[config.mk]
export PLATFORM = sky130hd
export DESIGN_NAME = pool_window_feeder_flat
export DESIGN_NICKNAME = d
export VERILOG_FILES = /design/src/rtl/pool_window_feeder_pkg.sv /design/src/rtl/pool_window_feeder_if.sv /design/src/rtl/pool_window_feeder_line_buf.sv /design/src/rtl/pool_window_feeder.sv /design/src/flat_wrapper.sv
export SDC_FILE = /design/constraint.sdc
export NUM_CORES = 1
export LEC_CHECK = 0
export CORE_MARGIN = 10
export CORE_UTILIZATION = 50
export CTS_CLUSTER_DIAMETER = 100
export DETAILED_ROUTE_END_ITERATION = 12
export GPL_TIMING_DRIVEN = 0
export PLACE_DENSITY = 0.67
export SYNTH_ARGS = -nofsm -noshare
export SYNTH_HDL_FRONTEND = slang
export SYNTH_SLANG_ARGS = --single-unit
[constraint.sdc]
create_clock -name clk_in -period 2.72 [get_ports clk_in]
set_input_delay 0.272 -clock clk_in [delete_from_list [all_inputs] [get_ports clk_in]]
set_output_delay 0.272 -clock clk_in [all_outputs]
set_load 0.05 [all_outputs]
[src/rtl/pool_window_feeder_pkg.sv]
// Shared constants and FSM state encodings for the 2x2 pooling window feeder.
package pool_window_feeder_pkg;
  localparam int POOL_K    = 2;
  localparam int POOL_SIZE = POOL_K * POOL_K;

  typedef enum logic [1:0] {
    LOAD0 = 2'd0,
    LOAD1 = 2'd1,
    EMIT  = 2'd2
  } feeder_state_t;
endpackage

[src/rtl/pool_window_feeder_if.sv]
// Pixel-stream input and window-beat output of the pooling feeder.
interface pool_window_feeder_if #(
  parameter int bits = 8
);
  logic [bits-1:0] pix_in;
  logic            pix_valid;
  logic            pix_ready;
  logic [bits-1:0] data_out;
  logic            start;
  logic            out_valid;
  logic            frame_done;

  modport master (
    input  pix_in, pix_valid,
    output pix_ready, data_out, start, out_valid, frame_done
  );

  modport slave (
    output pix_in, pix_valid,
    input  pix_ready, data_out, start, out_valid, frame_done
  );
endinterface

[src/rtl/pool_window_feeder_line_buf.sv]
// One feature-map row of storage: single write port, combinational read port.
module pool_line_buf #(
  parameter int bits      = 8,
  parameter int depth     = 8,
  parameter int addr_bits = 3
) (
  input  logic                 clk_in,
  input  logic                 wr_en,
  input  logic [addr_bits-1:0] wr_addr,
  input  logic [bits-1:0]      wr_dat,
  input  logic [addr_bits-1:0] rd_addr,
  output logic [bits-1:0]      rd_dat
);
  logic [bits-1:0] mem [depth];

  always_ff @(posedge clk_in) begin
    if (wr_en) mem[wr_addr] <= wr_dat;
  end

  assign rd_dat = mem[rd_addr];
endmodule

[src/rtl/pool_window_feeder.sv]
// Buffers two raster rows, then replays every 2x2 window as 4 back-to-back beats
// with start on beat 0; input is stalled (pix_ready low) for the whole replay.
module pool_window_feeder
  import pool_window_feeder_pkg::*;
#(
  parameter int bits     = 8,
  parameter int img_w    = 8,
  parameter int img_h    = 8,
  parameter int col_bits = 3,
  parameter int row_bits = 3
) (
  input  logic            clk_in,
  input  logic            rst,
  pool_window_feeder_if.master bus
);
  localparam int WINS = img_w / POOL_K;

  feeder_state_t       state;
  logic [col_bits-1:0] col;
  logic [col_bits-1:0] win;
  logic [col_bits-1:0] rd_col;
  logic [1:0]          beat;
  logic [row_bits-1:0] row;
  logic [bits-1:0]     rd0, rd1, beat_dat;
  logic                xfer, col_last, beat_last, win_last, row_last;

  assign xfer      = bus.pix_valid & bus.pix_ready;
  assign col_last  = (col == col_bits'(img_w - 1));
  assign beat_last = (beat == 2'(POOL_SIZE - 1));
  assign win_last  = (win == col_bits'(WINS - 1));
  assign row_last  = (row == row_bits'(img_h - POOL_K));

  // Beat order inside a window: top-left, top-right, bottom-left, bottom-right.
  assign rd_col   = col_bits'(win * POOL_K) + col_bits'(beat[0]);
  assign beat_dat = beat[1] ? rd1 : rd0;

  pool_line_buf #(.bits(bits), .depth(img_w), .addr_bits(col_bits)) line0 (
    .clk_in  (clk_in),
    .wr_en   (xfer && state == LOAD0),
    .wr_addr (col),
    .wr_dat  (bus.pix_in),
    .rd_addr (rd_col),
    .rd_dat  (rd0)
  );

  pool_line_buf #(.bits(bits), .depth(img_w), .addr_bits(col_bits)) line1 (
    .clk_in  (clk_in),
    .wr_en   (xfer && state == LOAD1),
    .wr_addr (col),
    .wr_dat  (bus.pix_in),
    .rd_addr (rd_col),
    .rd_dat  (rd1)
  );

  always_ff @(posedge clk_in or posedge rst) begin
    if (rst) begin
      state          <= LOAD0;
      col            <= '0;
      row            <= '0;
      beat           <= '0;
      win            <= '0;
      bus.pix_ready  <= 1'b0;
      bus.data_out   <= '0;
      bus.start      <= 1'b0;
      bus.out_valid  <= 1'b0;
      bus.frame_done <= 1'b0;
    end else begin
      bus.start      <= 1'b0;
      bus.out_valid  <= 1'b0;
      bus.frame_done <= 1'b0;
      case (state)
        LOAD0: begin
          bus.pix_ready <= 1'b1;
          if (xfer) begin
            if (col_last) begin
              col   <= '0;
              state <= LOAD1;
            end else begin
              col <= col + 1'b1;
            end
          end
        end
        LOAD1: begin
          bus.pix_ready <= 1'b1;
          if (xfer) begin
            if (col_last) begin
              col           <= '0;
              beat          <= '0;
              win           <= '0;
              bus.pix_ready <= 1'b0;
              state         <= EMIT;
            end else begin
              col <= col + 1'b1;
            end
          end
        end
        EMIT: begin
          bus.pix_ready <= 1'b0;
          bus.data_out  <= beat_dat;
          bus.out_valid <= 1'b1;
          bus.start     <= (beat == 2'd0);
          beat          <= beat + 2'd1;
          if (beat_last) win <= win + 1'b1;
          // Last beat of the row pair: reopen the input on the same edge.
          if (beat_last && win_last) begin
            win            <= '0;
            bus.pix_ready  <= 1'b1;
            bus.frame_done <= row_last;
            row            <= row_last ? '0 : row + row_bits'(POOL_K);
            state          <= LOAD0;
          end
        end
        default: state <= LOAD0;
      endcase
    end
  end
endmodule

[src/flat_wrapper.sv]
// flat-port wrapper written by rule: the top's interface ports become plain ports
module pool_window_feeder_flat import pool_window_feeder_pkg::*;
#(
  parameter int bits     = 8,
  parameter int img_w    = 8,
  parameter int img_h    = 8,
  parameter int col_bits = 3,
  parameter int row_bits = 3
)
  (clk_in, rst, bus_pix_in, bus_pix_valid, bus_pix_ready, bus_data_out, bus_start, bus_out_valid, bus_frame_done);
  pool_window_feeder_if #(.bits(bits)) bus_i ();
  input  logic clk_in;
  input  logic rst;
  input wire logic [$bits(bus_i.pix_in)-1:0] bus_pix_in;
  input wire logic [$bits(bus_i.pix_valid)-1:0] bus_pix_valid;
  output wire logic [$bits(bus_i.pix_ready)-1:0] bus_pix_ready;
  output wire logic [$bits(bus_i.data_out)-1:0] bus_data_out;
  output wire logic [$bits(bus_i.start)-1:0] bus_start;
  output wire logic [$bits(bus_i.out_valid)-1:0] bus_out_valid;
  output wire logic [$bits(bus_i.frame_done)-1:0] bus_frame_done;
  assign bus_i.pix_in = bus_pix_in;
  assign bus_i.pix_valid = bus_pix_valid;
  assign bus_pix_ready = bus_i.pix_ready;
  assign bus_data_out = bus_i.data_out;
  assign bus_start = bus_i.start;
  assign bus_out_valid = bus_i.out_valid;
  assign bus_frame_done = bus_i.frame_done;
  pool_window_feeder #(.bits(bits), .img_w(img_w), .img_h(img_h), .col_bits(col_bits), .row_bits(row_bits)) u_core (.clk_in(clk_in), .rst(rst), .bus(bus_i));
endmodule
## Word-level counts from Yosys, hierarchy flattened

Memory sizes are Yosys's and may differ from the RTL's.
Index checks and enable logic that the tools add are counted.

| cells by class | value |
|---|---|
| add/subtract/negate cells | 5 |
| equal/unequal tests | 12 |
| muxes and demuxes | 29 |
| bitwise gates (word level) | 1 |
| reduce and logical (&&, ||, !) cells | 13 |

Operators by type and width:

| operator | count |
|---|---|
| $mux W3 | 6 |
| $mux W2 | 7 |
| $mux W1 | 11 |
| $ne A2 B1 Y1 const B | 5 |
| $mux W8 | 1 |
| $add A3 B1 Y3 const B | 2 |
| $eq A3 B3 Y1 const B | 2 |
| $pmux W2 S3 | 1 |
| $pmux W3 S2 | 1 |
| $reduce_and A5 Y1 | 1 |
| $eq A2 B2 Y1 const B | 2 |
| $logic_not A2 Y1 | 2 |
| $pmux W2 S2 | 1 |
| $reduce_and A2 Y1 | 2 |
| $reduce_and A4 Y1 | 1 |
| $add A3 B1 Y3 | 1 |
| $add A3 B2 Y3 const B | 1 |
| $eq A3 B2 Y1 const B | 1 |
| $logic_and A1 B1 Y1 | 3 |
| $ne A3 B1 Y1 const B | 1 |
| $pmux W1 S3 | 1 |
| $reduce_and A3 Y1 | 1 |
| $reduce_bool A3 Y1 | 1 |
| $add A2 B1 Y2 const B | 1 |
| 4 further kinds | 4 |

| storage, ports and cells | value |
|---|---|
| register bits after elaboration | 25 |
| RAM bits | 128 |
| input port bits | 11 |
| output and inout bits | 12 |
| logic and storage cells | 72 |
| memories kept | 2 |

Memories:

| name | words | width | read ports | clocked after Yosys merged registers in | wr ports | line | source |
|---|---|---|---|---|---|---|---|
| u_core.line0.mem | 8 | 8 | 1 | 0 | 1 | pool_window_feeder_line_buf.sv:14 | `logic [bits-1:0] mem [depth];` |
| u_core.line1.mem | 8 | 8 | 1 | 0 | 1 | pool_window_feeder_line_buf.sv:14 |  |

## Longest topological paths before layout

| depth | value |
|---|---|
| depth in word-level cells | 4 |
| depth in mapped cells | 6 |
| depth with buffers taken out | 5 |

## By module

Synthesis repeated with hierarchy kept, for this count alone.

| unflattened totals | value |
|---|---|
| cells, all modules | 321 |
| area, all modules | 6272.3 µm² |

By module, submodules not included:

| module | times used | cells an instance | area an instance (µm²) |
|---|---|---|---|
| pool_line_buf | 2 | 106 | 2531.2 |
| pool_window_feeder | 1 | 109 | 1209.9 |

## Worst setup path before layout

OpenSTA, ideal clock, no wires.

| path | value |
|---|---|
| path kind | register -> register |
| from | register u_core.state[1] |
| to | memory u_core.line1.mem[4][0], enable pin |
| library setup time | 0.383 ns |
| arrival | 1.642 ns |
| required time | 2.337 ns |
| setup slack | 0.694 ns |
| stages on the path, launching flop included | 6 |
| path buffers | 1 |
| clock period less this slack | 2.026 ns |
| cells stage by stage | dfrtp_1 -> inv_1 -> ha_1 -> clkbuf_1 -> nand4_1 -> nor3_1 |

| on the way | value |
|---|---|
| cells in the longest elaborated chain, start to end | 4 |

RTL lines:

| item | line | source |
|---|---|---|
| start: declaration | pool_window_feeder.sv:18 | `feeder_state_t state;` |
| start signal: assignment | pool_window_feeder.sv:57 | `state <= LOAD0;` |
| start signal: assignment | pool_window_feeder.sv:77 | `state <= LOAD1;` |
| start signal: assignment | pool_window_feeder.sv:91 | `state <= EMIT;` |
| $eq A2 B1 Y1 | pool_window_feeder.sv:48 | `.wr_en (xfer && state == LOAD1),` |
| $logic_and A1 B1 Y1 | pool_window_feeder.sv:48 |  |
| $mux W1 | pool_window_feeder_line_buf.sv:17 | `if (wr_en) mem[wr_addr] <= wr_dat;` |
| $mux W1 (implied by the code) | pool_window_feeder_line_buf.sv:17 |  |
| end: declaration | pool_window_feeder_line_buf.sv:14 |  |

Every way passes these cells.

## Final worst setup path

| path | value |
|---|---|
| from | register u_core.state[0] |
| to | memory u_core.line0.mem[0][6], enable pin |

| on the way | value |
|---|---|
| cells in the longest elaborated chain, start to end | 4 |

RTL lines:

| item | line | source |
|---|---|---|
| $logic_not A2 Y1 | pool_window_feeder.sv:39 | `.wr_en (xfer && state == LOAD0),` |
| $logic_and A1 B1 Y1 | pool_window_feeder.sv:39 |  |
| $mux W1 | pool_window_feeder_line_buf.sv:17 |  |
| $mux W1 (implied by the code) | pool_window_feeder_line_buf.sv:17 |  |
| end: declaration | pool_window_feeder_line_buf.sv:14 |  |

Every way passes these cells.

==> impl_metrics.csv <==
group,metric,value,unit
logic_synthesis,yosys-top-cells-count,"edfxtp_1, dfrtp_1, nor2_1, mux4_1, mux4_2",
layout,drive_gt1_share,16.8,%
sta,fin_setup_tns,0,ns
clock_tree,tritoncts,"built",
placed_design,gp_congestion,0.781,
setup_path,required,2.76,ns
setup_path,reg2reg_depth,4,
floorplan,initial_core_util,51.0,%
logic_synthesis,yosysTopAreaCell,"edfxtp_1",
sta,setup_viol,0,
sta,fin_crit,2.38,ns
setup_path,path_max_fanout,8,
setup_path,path_depth,4,
setup_path,r2r_start,"u_core.state[0]",
min_path,holdCritPathClass,"in2async",
global_route,grt_pass1_wl,18000,um
sta,final_max_slew_viol_count,0,
clock_tree,cts_buffer_depth,2,
clock_tree,cts.sinks,152,
logic_synthesis,synth_cell_types,32,
clock_tree,cts_max_level,4,
layout,nNetsFinal,373,
global_route,antenna_found_initial,0,
global_route,grt_max_degree,25,
sta,worst_pin_slew,1.20,ns
layout,syn_to_final_growth,17.7,%
routing,drt_first_iter_violations,269,
placed_design,hpwlAfterDp,7540,um
logic_synthesis,netlist_instances,311,
routing,viasPerCell,5.79,
status,status,"complete, no violations",
floorplan,core,12000,um2
routing,firstDrtPassIters,4,
power,ir_worst_vdd,0.502,mV
sta,fmax,419,MHz
routing,avgRoutedWirePerCell,22.6,um
setup_path,crit_slowest_cell,"nor3_1",
power,leakage,2.50,nW
clock_tree,clk_latency,0.42,ns
logic_synthesis,synth-async-reset-ratio,15.8,%
setup_path,path_delay_family,"simple AND/OR/NAND/NOR gates",
logic_synthesis,synth_fp_nets,332,
sta,timing.hold.ws,0.353,ns
placed_design,port_buffers,22,
routing,ant_nets,0,
routing,vias,2961,
floorplan,num_rows,40,
floorplan,die_h,131,um
setup_path,path_cells,"inv_1 > ha_1 > nand4b_1 > nor3_1",
setup_path,crit_end,"u_core.line0.mem[0][6]",
routing,wl,11600,um
setup_path,critPathLaunchType,"flop",
logic_synthesis,syn_area_per_cell,19.6,um2
setup_path,crit_path_max_incr_delay,0.97,ns
logic_synthesis,yosys_register_bits,152,
clock_tree,postCtsSetupBuffers,0,
floorplan,io_pins,23,
logic_synthesis,synth.area.top_cells,"edfxtp_1, dfrtp_1, mux4_1",
setup_path,critPathBufInv,1,
clock_tree,clockRootBuffer,"clkbuf_16",
layout,n_antenna_cell,0,
setup_path,crit_arrival,2.42,ns
floorplan,fp.dieArea,17000,um2
setup_path,cp-startpoint,"u_core.state[0]",
logic_synthesis,yosysTopAreaCellShare,63.0,%
global_route,grt_util_all_layers,14.8,%
sta,hold_viol,0,
clock_tree,cts_buffers,17,
setup_path,r2r_end,"u_core.line0.mem[0][6]",
setup_path,worst-setup-path-type,"reg2reg",
global_route,grt_pass1_vias,2994,
sta,rsz0062_at_grt,"false",
logic_synthesis,synth_area,6110,um2
flow_run,max-cap-violations,0,
floorplan,fp.dieW,131,um
sta,fin_crit_sh,87.6,%
power,power_density,1080,nW/um2
logic_synthesis,yosys_warnings,0,
logic_synthesis,synth.most_common_cell,"edfxtp_1",
global_route,overflow,0,
sta,clock_skew,0.00540,ns
logic_synthesis,seq_area_frac_synth,72.8,%
sta,max_slew_margin,19.7,%
clock_tree,clkTransAtPathRegs,0.06,ns
logic_synthesis,synthFlopType,"edfxtp_1",
logic_synthesis,synth-edff-count,128,
routing,drc,0,
setup_path,cp-end-kind,"flop",
setup_path,reg2reg_slack,0.34,ns
## power by group
part           switching (W)  internal (W)  leakage (nW)
Sequential          0.000154       0.00284          1.45
Clock               0.000855       0.00179         0.321
Combinational        0.00121      0.000888         0.725
## flip-flops by register name (all words and copies together) (netlist names)
| signal | flops |
|---|---|
| u_core.line0.mem | 64 |
| u_core.line1.mem | 64 |
| u_core.bus.data_out | 8 |
| u_core.col | 3 |
| u_core.win | 3 |
| u_core.beat | 2 |
| u_core.row | 2 |
| u_core.state | 2 |
| u_core.bus.frame_done | 1 |
| u_core.bus.out_valid | 1 |
| u_core.bus.pix_ready | 1 |
| u_core.bus.start | 1 |
## cell type report
class / count / area [um2]
fill: 845 / 4770
sequential: 152 / 4440
multi-input combinational: 134 / 1530
clock buffer: 20 / 437
clock inverter: 11 / 226
timing repair buffer: 22 / 220
tap: 147 / 184
buffer: 17 / 121
inverter: 8 / 30.0
## cells by family after synthesis
logic type	count (synthesis)	synth area share, %
DFF	152	72.8
muxes	49	15.7
and+or+nand+nor	48	3.81
AOI/OAI and AO/OA	27	3.22
buffers and inverters	25	2.48
adders and majority gates	10	2.05
## cell usage in the layout, fill, tap and decap left out, types with 5 or more instances in the layout
master,n
a221oi_1,10
buf_2,8
bufinv_16,7
clkbuf_1,7
clkbuf_16,17
clkdlybuf4s50_1,22
dfrtp_1,24
edfxtp_1,128
ha_1,10
inv_1,8
mux2i_1,13
mux4_1,16
mux4_2,16
nand2_1,5
nor2_1,22
o22ai_1,8
## through the flow
step	worst slack, ns	utilization [%]	total power [W]	cells	cell area (um2)
global placement	0.0941	54.4	0.00509	480	6510
floorplan	0.694	-	0.00450	311	6110
finish	0.336	60.1	0.00773	511	7190
global route	0.172	60.1	0.00808	511	7190
CTS	0.0544	60.0	0.00778	511	7170
detailed placement	0.0722	54.4	0.00513	480	6510
## repair_timing
action / CTS / global route
setup endpoints to repair: 0 / 16
hold buffers: 0 / 0
resized for setup: 0 / 2
## routing by layer
| layer | track usage [%] | vias to the layer above | wire (um) |
|---|---|---|---|
| met5 | 0 | - | 0 |
| met4 | 7.19 | 0 | 323 |
| met3 | 4.43 | 21 | 700 |
| met2 | 21.1 | 73 | 5210 |
| met1 | 20.5 | 1515 | 5320 |
| li1 | - | 1352 | - |
## worst min path at each step
stage                       start                     end  slack [ns]  cells after the start
floorplan                     rst          u_core.beat[0]        0.29                      1
detailed placement  u_core.row[2]           u_core.row[2]        0.50                      1
global placement    u_core.row[2]           u_core.row[2]        0.49                      1
CTS                           rst  u_core.bus.data_out[6]        0.37                      2
finish                        rst    u_core.bus.out_valid        0.35                      2
global route                  rst    u_core.bus.out_valid        0.45                      2
No activity file was read; power rests on OpenSTA's default activity.
